**src/rtl/store_lane_buffer_if.sv**
```systemverilog
// ---------------------------------------------------------------------------
// store_lane_buffer_if
//   Bundles the two handshakes of the store lane buffer:
//     - request side : req_valid/req_ready with req_addr, req_size, req_data
//     - memory side  : mem_valid/mem_ready with mem_addr, mem_wdata, mem_be
//     - status       : err (one-cycle drop pulse), err_cnt (saturating count)
//   Modports:
//     master : the environment (issues requests, acts as the data memory)
//     slave  : the store lane buffer itself
// ---------------------------------------------------------------------------
interface store_lane_buffer_if #(
  parameter int DATA_W = 32,
  parameter int ADDR_W = 32
);
  localparam int NB = DATA_W / 8;

  logic              req_valid;
  logic              req_ready;
  logic [ADDR_W-1:0] req_addr;
  logic [1:0]        req_size;
  logic [DATA_W-1:0] req_data;

  logic              mem_valid;
  logic              mem_ready;
  logic [ADDR_W-1:0] mem_addr;
  logic [DATA_W-1:0] mem_wdata;
  logic [NB-1:0]     mem_be;

  logic              err;
  logic [7:0]        err_cnt;

  modport master (
    output req_valid, req_addr, req_size, req_data, mem_ready,
    input  req_ready, mem_valid, mem_addr, mem_wdata, mem_be, err, err_cnt
  );

  modport slave (
    input  req_valid, req_addr, req_size, req_data, mem_ready,
    output req_ready, mem_valid, mem_addr, mem_wdata, mem_be, err, err_cnt
  );
endinterface

```
**src/rtl/store_lane_buffer.sv**
```systemverilog
// ---------------------------------------------------------------------------
// store_lane_buffer
//   Queues store requests in a DEPTH-entry FIFO and emits lane-aligned write
//   beats (data shifted into byte lanes, unused lanes zeroed, byte enables)
//   to the data memory port. Illegal requests (dword on a 32-bit bus) are
//   dropped with an err pulse and a saturating err_cnt increment.
//
//   Optional feature macro: STORE_MISALIGN_SPLIT_EN
//     defined   : a store crossing an NB-byte boundary is split into two beats
//     undefined : such a store is dropped like an illegal one
//
//   Ports:
//     clk    rising-edge clock
//     reset  asynchronous, active-high reset
//     bus    store_lane_buffer_if.slave (request handshake, memory handshake,
//            err / err_cnt status)
// ---------------------------------------------------------------------------
module store_lane_buffer #(
  parameter int DATA_W = 32,
  parameter int ADDR_W = 32,
  parameter int DEPTH  = 4
) (
  input  logic                  clk,
  input  logic                  reset,
  store_lane_buffer_if.slave    bus
);

  localparam int NB = DATA_W / 8;
  localparam int OW = $clog2(NB);
  localparam int PW = $clog2(DEPTH);

  typedef enum logic [1:0] {
    S_IDLE,
    S_BEAT
`ifdef STORE_MISALIGN_SPLIT_EN
    ,
    S_SPLIT0
`endif
  } state_e;

  function automatic logic [DATA_W-1:0] lane_mask(input logic [NB-1:0] be);
    logic [DATA_W-1:0] m;
    for (int i = 0; i < NB; i++) m[8*i +: 8] = {8{be[i]}};
    return m;
  endfunction

  // ---------------- request FIFO ----------------
  logic [ADDR_W-1:0] addr_mem [DEPTH];
  logic [1:0]        size_mem [DEPTH];
  logic [DATA_W-1:0] data_mem [DEPTH];
  logic [PW:0]       wr_ptr_q, rd_ptr_q;

  logic fifo_empty, fifo_full, push, pop;

  assign fifo_empty    = (wr_ptr_q == rd_ptr_q);
  assign fifo_full     = (wr_ptr_q[PW] != rd_ptr_q[PW]) &&
                         (wr_ptr_q[PW-1:0] == rd_ptr_q[PW-1:0]);
  assign bus.req_ready = !fifo_full;
  assign push          = bus.req_valid && !fifo_full;

  // NOTE: storage arrays are not reset; the pointers alone say which entries
  // are valid, so clearing them would only cost reset fan-out.
  always_ff @(posedge clk) begin
    if (push) begin
      addr_mem[wr_ptr_q[PW-1:0]] <= bus.req_addr;
      size_mem[wr_ptr_q[PW-1:0]] <= bus.req_size;
      data_mem[wr_ptr_q[PW-1:0]] <= bus.req_data;
    end
  end

  always_ff @(posedge clk or posedge reset) begin
    if (reset) begin
      wr_ptr_q <= '0;
      rd_ptr_q <= '0;
    end else begin
      if (push) wr_ptr_q <= wr_ptr_q + (PW+1)'(1);
      if (pop)  rd_ptr_q <= rd_ptr_q + (PW+1)'(1);
    end
  end

  // ---------------- head-of-FIFO formatting ----------------
  logic [ADDR_W-1:0] h_addr;
  logic [1:0]        h_size;
  logic [DATA_W-1:0] h_data;
  logic [OW-1:0]     o;
  logic [3:0]        n;
  logic [4:0]        span;
  logic [NB-1:0]     mask, be0;
  logic [DATA_W-1:0] data0;
  logic [ADDR_W-1:0] addr0;
  logic              misaligned, illegal, drop;

  assign h_addr     = addr_mem[rd_ptr_q[PW-1:0]];
  assign h_size     = size_mem[rd_ptr_q[PW-1:0]];
  assign h_data     = data_mem[rd_ptr_q[PW-1:0]];
  assign o          = h_addr[OW-1:0];
  assign n          = 4'd1 << h_size;
  assign mask       = ~({NB{1'b1}} << n);
  assign span       = 5'(o) + 5'(n);
  assign misaligned = (span > 5'(NB));
  assign illegal    = (DATA_W == 32) && (h_size == 2'd3);
  assign be0        = mask << o;
  assign data0      = (h_data << {o, 3'b000}) & lane_mask(be0);
  assign addr0      = {h_addr[ADDR_W-1:OW], {OW{1'b0}}};

`ifdef STORE_MISALIGN_SPLIT_EN
  // The upper part of a boundary-crossing store lands in the low lanes of
  // the next NB-aligned word.
  logic [OW:0]       sh1;
  logic [NB-1:0]     be1;
  logic [DATA_W-1:0] data1;
  logic [ADDR_W-1:0] addr1;

  assign sh1   = (OW+1)'(NB) - (OW+1)'(o);
  assign be1   = mask >> sh1;
  assign data1 = (h_data >> {sh1, 3'b000}) & lane_mask(be1);
  assign addr1 = addr0 + ADDR_W'(NB);
  assign drop  = illegal;
`else
  assign drop  = illegal || misaligned;
`endif

  // ---------------- output FSM ----------------
  state_e            state_q;
  logic              mem_valid_q;
  logic [ADDR_W-1:0] mem_addr_q;
  logic [DATA_W-1:0] mem_wdata_q;
  logic [NB-1:0]     mem_be_q;
  logic              err_q;
  logic [7:0]        err_cnt_q;
`ifdef STORE_MISALIGN_SPLIT_EN
  logic [ADDR_W-1:0] b1_addr_q;
  logic [DATA_W-1:0] b1_data_q;
  logic [NB-1:0]     b1_be_q;
`endif

  // A new request is taken only when the output register is free or is
  // being emptied by a handshake; SPLIT0 never pops, so beat1 cannot be
  // overtaken by a later request.
  assign pop = !fifo_empty &&
               ((state_q == S_IDLE) || ((state_q == S_BEAT) && bus.mem_ready));

  always_ff @(posedge clk or posedge reset) begin
    if (reset) begin
      state_q     <= S_IDLE;
      mem_valid_q <= 1'b0;
      mem_addr_q  <= '0;
      mem_wdata_q <= '0;
      mem_be_q    <= '0;
      err_q       <= 1'b0;
      err_cnt_q   <= '0;
`ifdef STORE_MISALIGN_SPLIT_EN
      b1_addr_q   <= '0;
      b1_data_q   <= '0;
      b1_be_q     <= '0;
`endif
    end else begin
      err_q <= 1'b0;

      case (state_q)
        S_BEAT: begin
          if (bus.mem_ready && fifo_empty) begin
            mem_valid_q <= 1'b0;
            state_q     <= S_IDLE;
          end
        end
`ifdef STORE_MISALIGN_SPLIT_EN
        S_SPLIT0: begin
          if (bus.mem_ready) begin
            mem_addr_q  <= b1_addr_q;
            mem_wdata_q <= b1_data_q;
            mem_be_q    <= b1_be_q;
            state_q     <= S_BEAT;
          end
        end
`endif
        default: ;
      endcase

      // NOTE: this block comes after the case on purpose; when a pop happens
      // its non-blocking assignments are the last ones scheduled and win.
      if (pop) begin
        if (drop) begin
          mem_valid_q <= 1'b0;
          err_q       <= 1'b1;
          if (err_cnt_q != 8'hFF) err_cnt_q <= err_cnt_q + 8'd1;
          state_q     <= S_IDLE;
        end else begin
          mem_valid_q <= 1'b1;
          mem_addr_q  <= addr0;
          mem_wdata_q <= data0;
          mem_be_q    <= be0;
`ifdef STORE_MISALIGN_SPLIT_EN
          b1_addr_q   <= addr1;
          b1_data_q   <= data1;
          b1_be_q     <= be1;
          state_q     <= misaligned ? S_SPLIT0 : S_BEAT;
`else
          state_q     <= S_BEAT;
`endif
        end
      end
    end
  end

  assign bus.mem_valid = mem_valid_q;
  assign bus.mem_addr  = mem_addr_q;
  assign bus.mem_wdata = mem_wdata_q;
  assign bus.mem_be    = mem_be_q;
  assign bus.err       = err_q;
  assign bus.err_cnt   = err_cnt_q;

endmodule

```
**src/flat_wrapper.sv**
```systemverilog
// flat-port wrapper written by rule: the top's interface ports become plain ports
module store_lane_buffer_flat 
#(
  parameter int DATA_W = 32,
  parameter int ADDR_W = 32,
  parameter int DEPTH  = 4
)
  (clk, reset, bus_req_valid, bus_req_addr, bus_req_size, bus_req_data, bus_mem_ready, bus_req_ready, bus_mem_valid, bus_mem_addr, bus_mem_wdata, bus_mem_be, bus_err, bus_err_cnt);
  store_lane_buffer_if #(.DATA_W(DATA_W), .ADDR_W(ADDR_W)) bus_i ();
  input  logic clk;
  input  logic reset;
  input wire logic [$bits(bus_i.req_valid)-1:0] bus_req_valid;
  input wire logic [$bits(bus_i.req_addr)-1:0] bus_req_addr;
  input wire logic [$bits(bus_i.req_size)-1:0] bus_req_size;
  input wire logic [$bits(bus_i.req_data)-1:0] bus_req_data;
  input wire logic [$bits(bus_i.mem_ready)-1:0] bus_mem_ready;
  output wire logic [$bits(bus_i.req_ready)-1:0] bus_req_ready;
  output wire logic [$bits(bus_i.mem_valid)-1:0] bus_mem_valid;
  output wire logic [$bits(bus_i.mem_addr)-1:0] bus_mem_addr;
  output wire logic [$bits(bus_i.mem_wdata)-1:0] bus_mem_wdata;
  output wire logic [$bits(bus_i.mem_be)-1:0] bus_mem_be;
  output wire logic [$bits(bus_i.err)-1:0] bus_err;
  output wire logic [$bits(bus_i.err_cnt)-1:0] bus_err_cnt;
  assign bus_i.req_valid = bus_req_valid;
  assign bus_i.req_addr = bus_req_addr;
  assign bus_i.req_size = bus_req_size;
  assign bus_i.req_data = bus_req_data;
  assign bus_i.mem_ready = bus_mem_ready;
  assign bus_req_ready = bus_i.req_ready;
  assign bus_mem_valid = bus_i.mem_valid;
  assign bus_mem_addr = bus_i.mem_addr;
  assign bus_mem_wdata = bus_i.mem_wdata;
  assign bus_mem_be = bus_i.mem_be;
  assign bus_err = bus_i.err;
  assign bus_err_cnt = bus_i.err_cnt;
  store_lane_buffer #(.DATA_W(DATA_W), .ADDR_W(ADDR_W), .DEPTH(DEPTH)) u_core (.clk(clk), .reset(reset), .bus(bus_i));
endmodule
```
**config.mk**
```make
export PLATFORM = sky130hd
export DESIGN_NAME = store_lane_buffer_flat
export DESIGN_NICKNAME = d
export VERILOG_FILES = /design/src/rtl/store_lane_buffer_if.sv /design/src/rtl/store_lane_buffer.sv /design/src/flat_wrapper.sv
export SDC_FILE = /design/constraint.sdc
export NUM_CORES = 1
export LEC_CHECK = 0
export CAP_MARGIN = 20
export CORE_MARGIN = 1
export CORE_UTILIZATION = 60
export DETAILED_ROUTE_END_ITERATION = 7
export PLACE_DENSITY = 0.84
export SETUP_SLACK_MARGIN = 0.1
export SLEW_MARGIN = 30
export SYNTH_ARGS = -nofsm -noshare
export SYNTH_HDL_FRONTEND = slang
export SYNTH_SLANG_ARGS = --single-unit
```
**constraint.sdc**
```tcl
create_clock -name clk -period 5.9 [get_ports clk]
set_clock_uncertainty 0.2 [all_clocks]
set_input_delay 1.18 -clock clk [delete_from_list [all_inputs] [get_ports clk]]
set_output_delay 1.18 -clock clk [all_outputs]
set_load 0.01 [all_outputs]
```
# Word level (Yosys, flattened, before mapping)
# Memory sizes are Yosys's and may differ from the RTL's.
# Index checks and enable logic that the tools add are counted.
[classes]
add_sub_neg = 4
n_lt_le_gt_ge = 1
eq_ne = 6
n_shift = 4
n_mux = 12
bitwise_logic = 3
reduce_logical = 15
[op_table]
columns = ["cell", "count"]
rows = [
  ["$and 32x32->32", 1],
  ["$shl 32x5->32", 1],
  ["$mux 1", 9],
  ["$add 8x1->8 const B", 1],
  ["$ne 8x8->1 const B", 1],
  ["$add 3x1->3 const B", 2],
  ["$mux 2", 3],
  ["$add 2x4->5", 1],
  ["$gt 5x3->1 const B", 1],
  ["$logic_and 1x1->1", 5],
  ["$not 4->4", 1],
  ["$reduce_and 2->1", 2],
  ["$reduce_bool 2->1", 2],
  ["$shl 1x2->4 const A", 1],
  ["$shl 4x2->4", 1],
  ["$shl 4x4->4 const A", 1],
  ["$eq 3x3->1", 1],
  ["$reduce_and 3->1", 1],
  ["$eq 2x1->1 const B", 1],
  ["$eq 2x2->1", 1],
  ["$eq 2x2->1 const B", 1],
  ["$logic_not 1->1", 2],
  ["$logic_not 2->1", 1],
  ["$logic_or 1x1->1", 2],
  ["2 further kinds", 2],
]
[totals]
regBits = 84
mem_bits_rw = 264
inputBits = 70
output_inout_bits = 79
wordCells = 57
n_memories = 3
[memory_table]
columns = ["memory", "words", "width", "read_ports", "rd_clocked_by_memory_dff", "wr", "line_no", "text"]
rows = [
  ["u_core.addr_mem", 4, 32, 1, 0, 1, "store_lane_buffer.sv:48", "logic [ADDR_W-1:0] addr_mem [DEPTH];"],
  ["u_core.data_mem", 4, 32, 1, 0, 1, "store_lane_buffer.sv:50", "logic [DATA_W-1:0] data_mem [DEPTH];"],
  ["u_core.size_mem", 4, 2, 1, 0, 1, "store_lane_buffer.sv:49", "logic [1:0] size_mem [DEPTH];"],
]

# Depth between registers and ports, before layout
# An unclocked memory read counts as a cell.
[depth]
word_depth = 7
depth_mapped = 13
depth_no_buf = 10

# Least setup slack after synthesis
# No wires, ideal clock.
[synth_path]
path_type = "register to register"
start = "reg u_core.rd_ptr_q[0]"
end = "reg u_core.err_cnt_q[1] (netlist: u_core.bus.err_cnt[1])"
setup_ps = 127
t_arrival_ps = 3116
required_ps = 5573
slack_ps = 2456
path_stages_with_launch = 14
path_buffers = 4
synth_period_minus_slack_ps = 3444
cell_sequence = "dfrtp_1 > buf_6 > mux4_2 > buf_2 > clkbuf_1 > ha_1 > inv_1 > fa_1 > nor2b_1 > nor2_1 > o221a_2 > buf_6 > and2_4 > mux2_1"
[synth_via]
elab_chain_len = 6
elab_cells_between_ends = 11
classes_between = "1 x add/sub; 1 x order compare; 2 x eq/ne; 1 x shift; 4 x reduce/logical; 2 x memory"
[synth_lines]
columns = ["element", "line_no", "text"]
rows = [
  ["start: declaration", "store_lane_buffer.sv:51", "logic [PW:0] wr_ptr_q, rd_ptr_q;"],
  ["start signal: assignment", "store_lane_buffer.sv:77", "if (pop) rd_ptr_q <= rd_ptr_q + (PW+1)'(1);"],
  ["$mem_v2 4x2", "n/a", ""],
  ["$shl 1x2->4", "store_lane_buffer.sv:97", "assign n = 4'd1 << h_size;"],
  ["$add 2x4->5", "store_lane_buffer.sv:99", "assign span = 5'(o) + 5'(n);"],
  ["$gt 5x3->1", "store_lane_buffer.sv:100", "assign misaligned = (span > 5'(NB));"],
  ["$logic_or 1x1->1", "store_lane_buffer.sv:120", "assign drop = illegal || misaligned;"],
  ["$reduce_and 3->1 (no line) (*)", "n/a", ""],
  ["end signal: assignment", "store_lane_buffer.sv:186", "if (err_cnt_q != 8'hFF) err_cnt_q <= err_cnt_q + 8'd1;"],
  ["end: declaration", "store_lane_buffer.sv:130", "logic [7:0] err_cnt_q;"],
]
# Mark *: on every way between the ends. The rest lies on a longest branch, timed or not.
# A chain may end at the register's enable or synchronous reset.

# Worst setup path in the final report
[layout_path]
start = "reg u_core.rd_ptr_q[0]"
end = "reg u_core.mem_wdata_q[13] (netlist: u_core.bus.mem_wdata[13])"
[layout_via]
elab_chain_len = 7
elab_cells_between_ends = 18
classes_between = "1 x add/sub; 1 x order compare; 2 x eq/ne; 4 x shift; 3 x bitwise; 4 x reduce/logical; 3 x memory"
[layout_lines]
columns = ["element", "line_no", "text"]
rows = [
  ["$mem_v2 4x2", "n/a", ""],
  ["$shl 1x2->4", "store_lane_buffer.sv:97", ""],
  ["$add 2x4->5", "store_lane_buffer.sv:99", ""],
  ["$gt 5x3->1", "store_lane_buffer.sv:100", ""],
  ["$logic_or 1x1->1", "store_lane_buffer.sv:120", ""],
  ["$not 1->1 (no line)", "n/a", ""],
  ["$reduce_and 2->1 (no line)", "n/a", ""],
  ["end signal: assignment", "store_lane_buffer.sv:191", "mem_wdata_q <= data0;"],
  ["end: declaration", "store_lane_buffer.sv:127", "logic [DATA_W-1:0] mem_wdata_q;"],
]
# Several ways; a longest one is shown, not always the timed one.

==> results.cfg <==
[status]
run_status = finished, final reports clean

[detailed_routing]
drtAntennaViolNets = 0
drt-wirelength-per-cell_um = 23.83
sum_of_routed_wire_length_over_all_layers_mm = 27.16
drt-vias-per-instance = 6.100
first_pass_iters = 5
initialDrtViolationCount = 515
route.detailed.drc = 0
routed-via-count = 6954

[yosys]
combinational_family_with_the_most_area_after_synthesis = multiplexers
syn_area_mm2 = 0.01332
syn-instance-count = 672
yosys.area_share.xor_xnor_pct = 0.8547
synth-adder-area-share_pct = 0.8077
synth.ff_latch_count = 346
synth.distinct_cells = 44
share_of_cell_area_taken_by_muxes_after_synthesis_pct = 15.89
synthArstFlopShare_pct = 23.70
synth_seq_area_share_pct = 74.91
synth_flop_cell = edfxtp_1
synth_edf_count = 264
synth.yosys.warnings = 0
syn_avg_cell_area_um2 = 19.82
synth_simple_gate_area_share_pct = 3.062
synth_compound_area_share_pct = 2.808

[global_routing]
gr-max-usage-layer = met2
grt_antenna_before_repair = 0
grtUsageTotal_pct = 25.24
globalRoute.totalOverflow = 0
grtUsageMet1_pct = 31.67
grt_pass1_wl_mm = 41.41
pin_count_of_the_biggest_net_entering_global_routing = 64
grt_pass1_vias = 7279
grtUsageMet2_pct = 43.21
met3_usage_pct = 6.747

[place]
port_buffers = 146
postPlaceCellArea_mm2 = 0.01515
dp.final_hpwl_mm = 16.63
place_congestion = 0.8173
placement.setup.worst_slack_ns = 1.599

[timing]
achievable-frequency_ghz = 0.2301
period_share_pct = 73.65
final.setup.tns_ns = 0
timing.final.ws_setup_ns = 1.554
finalSetupViolations = 0
report.final.slew_viol_count = 0
grt_setup_unrepaired = false
final-hold-violation-count = 0
final_critical_path_time_including_i_o_delays_and_setup_ns = 4.346
hold-worst-slack_ns = 0.2874
tightest_slew_ns = 0.9582
worst_slew_margin_rel_pct = 36.12

[floorplan]
core_area_mm2 = 0.02182
die_area_mm2 = 0.02280
fp-row-count = 54
start_util_pct = 61.04
die-height_um = 151.0
top_level_pins = 149
chipWidth_um = 151.0

[power]
vdd.ir_drop.worst_mv = 0.3860
leakagePower_nw = 5.753
pwr_density_cell_mw_per_mm2 = 592.9
report.power.total_mw = 9.634

[clocking]
cts_tree = yes
cts.sinks = 346
cts_post_setup_buffers_inserted = 0
postCtsHoldBufs = 0
worst_setup_hold_path_clk_slew_ns = 0.06
ctsRootBufferMaster = clkbuf_16
clock_tree.buffer_depth = 3
insertion_delay_ns = 0.52
cts_made_buffers = 35
htree_num_levels = 2
cts_repair_resize_count = 0

[setup_path]
critPathKind = reg -> reg
critical_path.max_fanout = 37
critPathLaunchType = flop
worst_setup_path_startpoint = u_core.rd_ptr_q[0]$_DFFE_PP0P_
crit_required_ns = 6.13
worst_r2r_startpoint = u_core.rd_ptr_q[0]$_DFFE_PP0P_
critPathArrivalTime_ns = 4.58
critPathCaptureType = flop

[cells_and_area]
fraction_of_final_layout_cells_with_drive_strength_greater_than_1_pct = 20.70
fin_area_mm2 = 0.01625
synth_to_final_area_change_pct = 21.97
nNetsFinal = 911
layout_common_cells = edfxtp_1, clkdlybuf4s50_1, dfrtp_1
most_frequent_standard_cell_in_the_layout_excluding_fill_and_tap_cells = edfxtp_1
antenna_cells = 0

[job]
drv_cap = 0

[worst_hold_path]
timing.hold.worst.class = reg -> reg
hold_path_startpoint = u_core.bus.mem_be[1]$_DFFE_PP0P_
-- worst paths after layout --
check	to	slack, ns	cells after the start
min in group asynchronous	u_core.bus.mem_addr[25]$_DFFE_PP0P_	0.78	2
worst max register to register	u_core.bus.mem_wdata[13]$_DFFE_PP0P_	1.55	10
worst min-delay path	u_core.bus.mem_be[1]$_DFFE_PP0P_	0.29	2
max in group asynchronous	u_core.rd_ptr_q[0]$_DFFE_PP0P_	3.55	3
worst max-delay path	u_core.bus.mem_wdata[13]$_DFFE_PP0P_	1.55	10
worst min register to register	u_core.bus.mem_be[1]$_DFFE_PP0P_	0.29	2
-- sequential cells by signal, indices dropped and copies added, names as in the netlist --
signal	cells
u_core.wr_ptr_q	3
u_core.bus.mem_addr	30
u_core.bus.err	1
u_core.bus.mem_valid	1
u_core.bus.mem_wdata	32
u_core.data_mem	128
u_core.size_mem	8
u_core.rd_ptr_q	3
u_core.bus.err_cnt	8
u_core.bus.mem_be	4
u_core.addr_mem	128
-- cell usage after synthesis (all sizes together), types with 2 or more instances --
library cell  instances  share of area [%]
a22o                  8               0.53
a21o                  2               0.11
and3                 10               0.47
dfrtp                82                 15
mux2                 34                2.9
buf                  29                1.3
mux4                 65                 11
xor2                  6               0.39
nand2                47                1.3
mux2i                27                2.0
nor2b                 3               0.14
xnor2                 7               0.46
inv                   5               0.14
and2                  2               0.11
clkbuf                6               0.17
edfxtp              264                 60
o21ai                25               0.94
a32o                  8               0.60
nand2b                3               0.14
nor2                  5               0.16
a211oi                2               0.15
nand3                11               0.41
ha                    7               0.66
a21oi                 2              0.075
or2                   2              0.094
-- per-layer routing --
metal  vias up  wire, um
li1       2989         -
met3        51      2052
met5         -         0
met1      3599     10360
met4         0       574
met2       315     14170
-- critical path, cell delays in order, from the launching register on --
cell and delay (ns):
dfrtp_4 0.63, mux4_2 0.95, ha_1 0.27, inv_1 0.06, fa_1 0.51, nor2b_1 0.31
o211ai_4 0.20, buf_8 0.22, buf_8 0.16, or3_1 0.54, o21ai_1 0.22
-- per-stage QoR --
| stage | util (%) | std cells |
|---|---|---|
| final | 74.45 | 1140 |
| after global placement | 68.80 | 1069 |
| after CTS | 74.45 | 1140 |
| after global routing | 74.45 | 1140 |
| after floorplan | - | 673 |
| after detailed placement | 69.41 | 1076 |
-- kinds of logic (layout without fill, tap and decap cells) --
| family | Yosys count | count (layout) |
|---|---|---|
| compound gates | 51 | 51 |
| xor+xnor | 13 | 13 |
| fa+ha+maj | 8 | 8 |
| buf+inv | 40 | 227 |
| flops | 346 | 346 |
| mux | 126 | 126 |
| other cells | 1 | 2 |
| simple gates | 87 | 87 |
-- layout make-up --
class	instances	area [um2]
Tap cell	280	350.3
Sequential cell	346	9985
Inverter	5	20.02
Multi-Input combinational cell	287	3148
Clock inverter	19	166.4
Timing Repair Buffer	158	1645
Fill cell	1213	5575
Clock buffer	45	933.4
-- power by group --
part	leakage, nW	switching (mW)	internal (mW)	total, mW
clock network	0.531	0.897	1.22	2.11
logic	1.79	1.96	1.86	3.82
registers	3.43	0.322	3.38	3.70
Note: power is estimated with default switching activity, not from simulation.
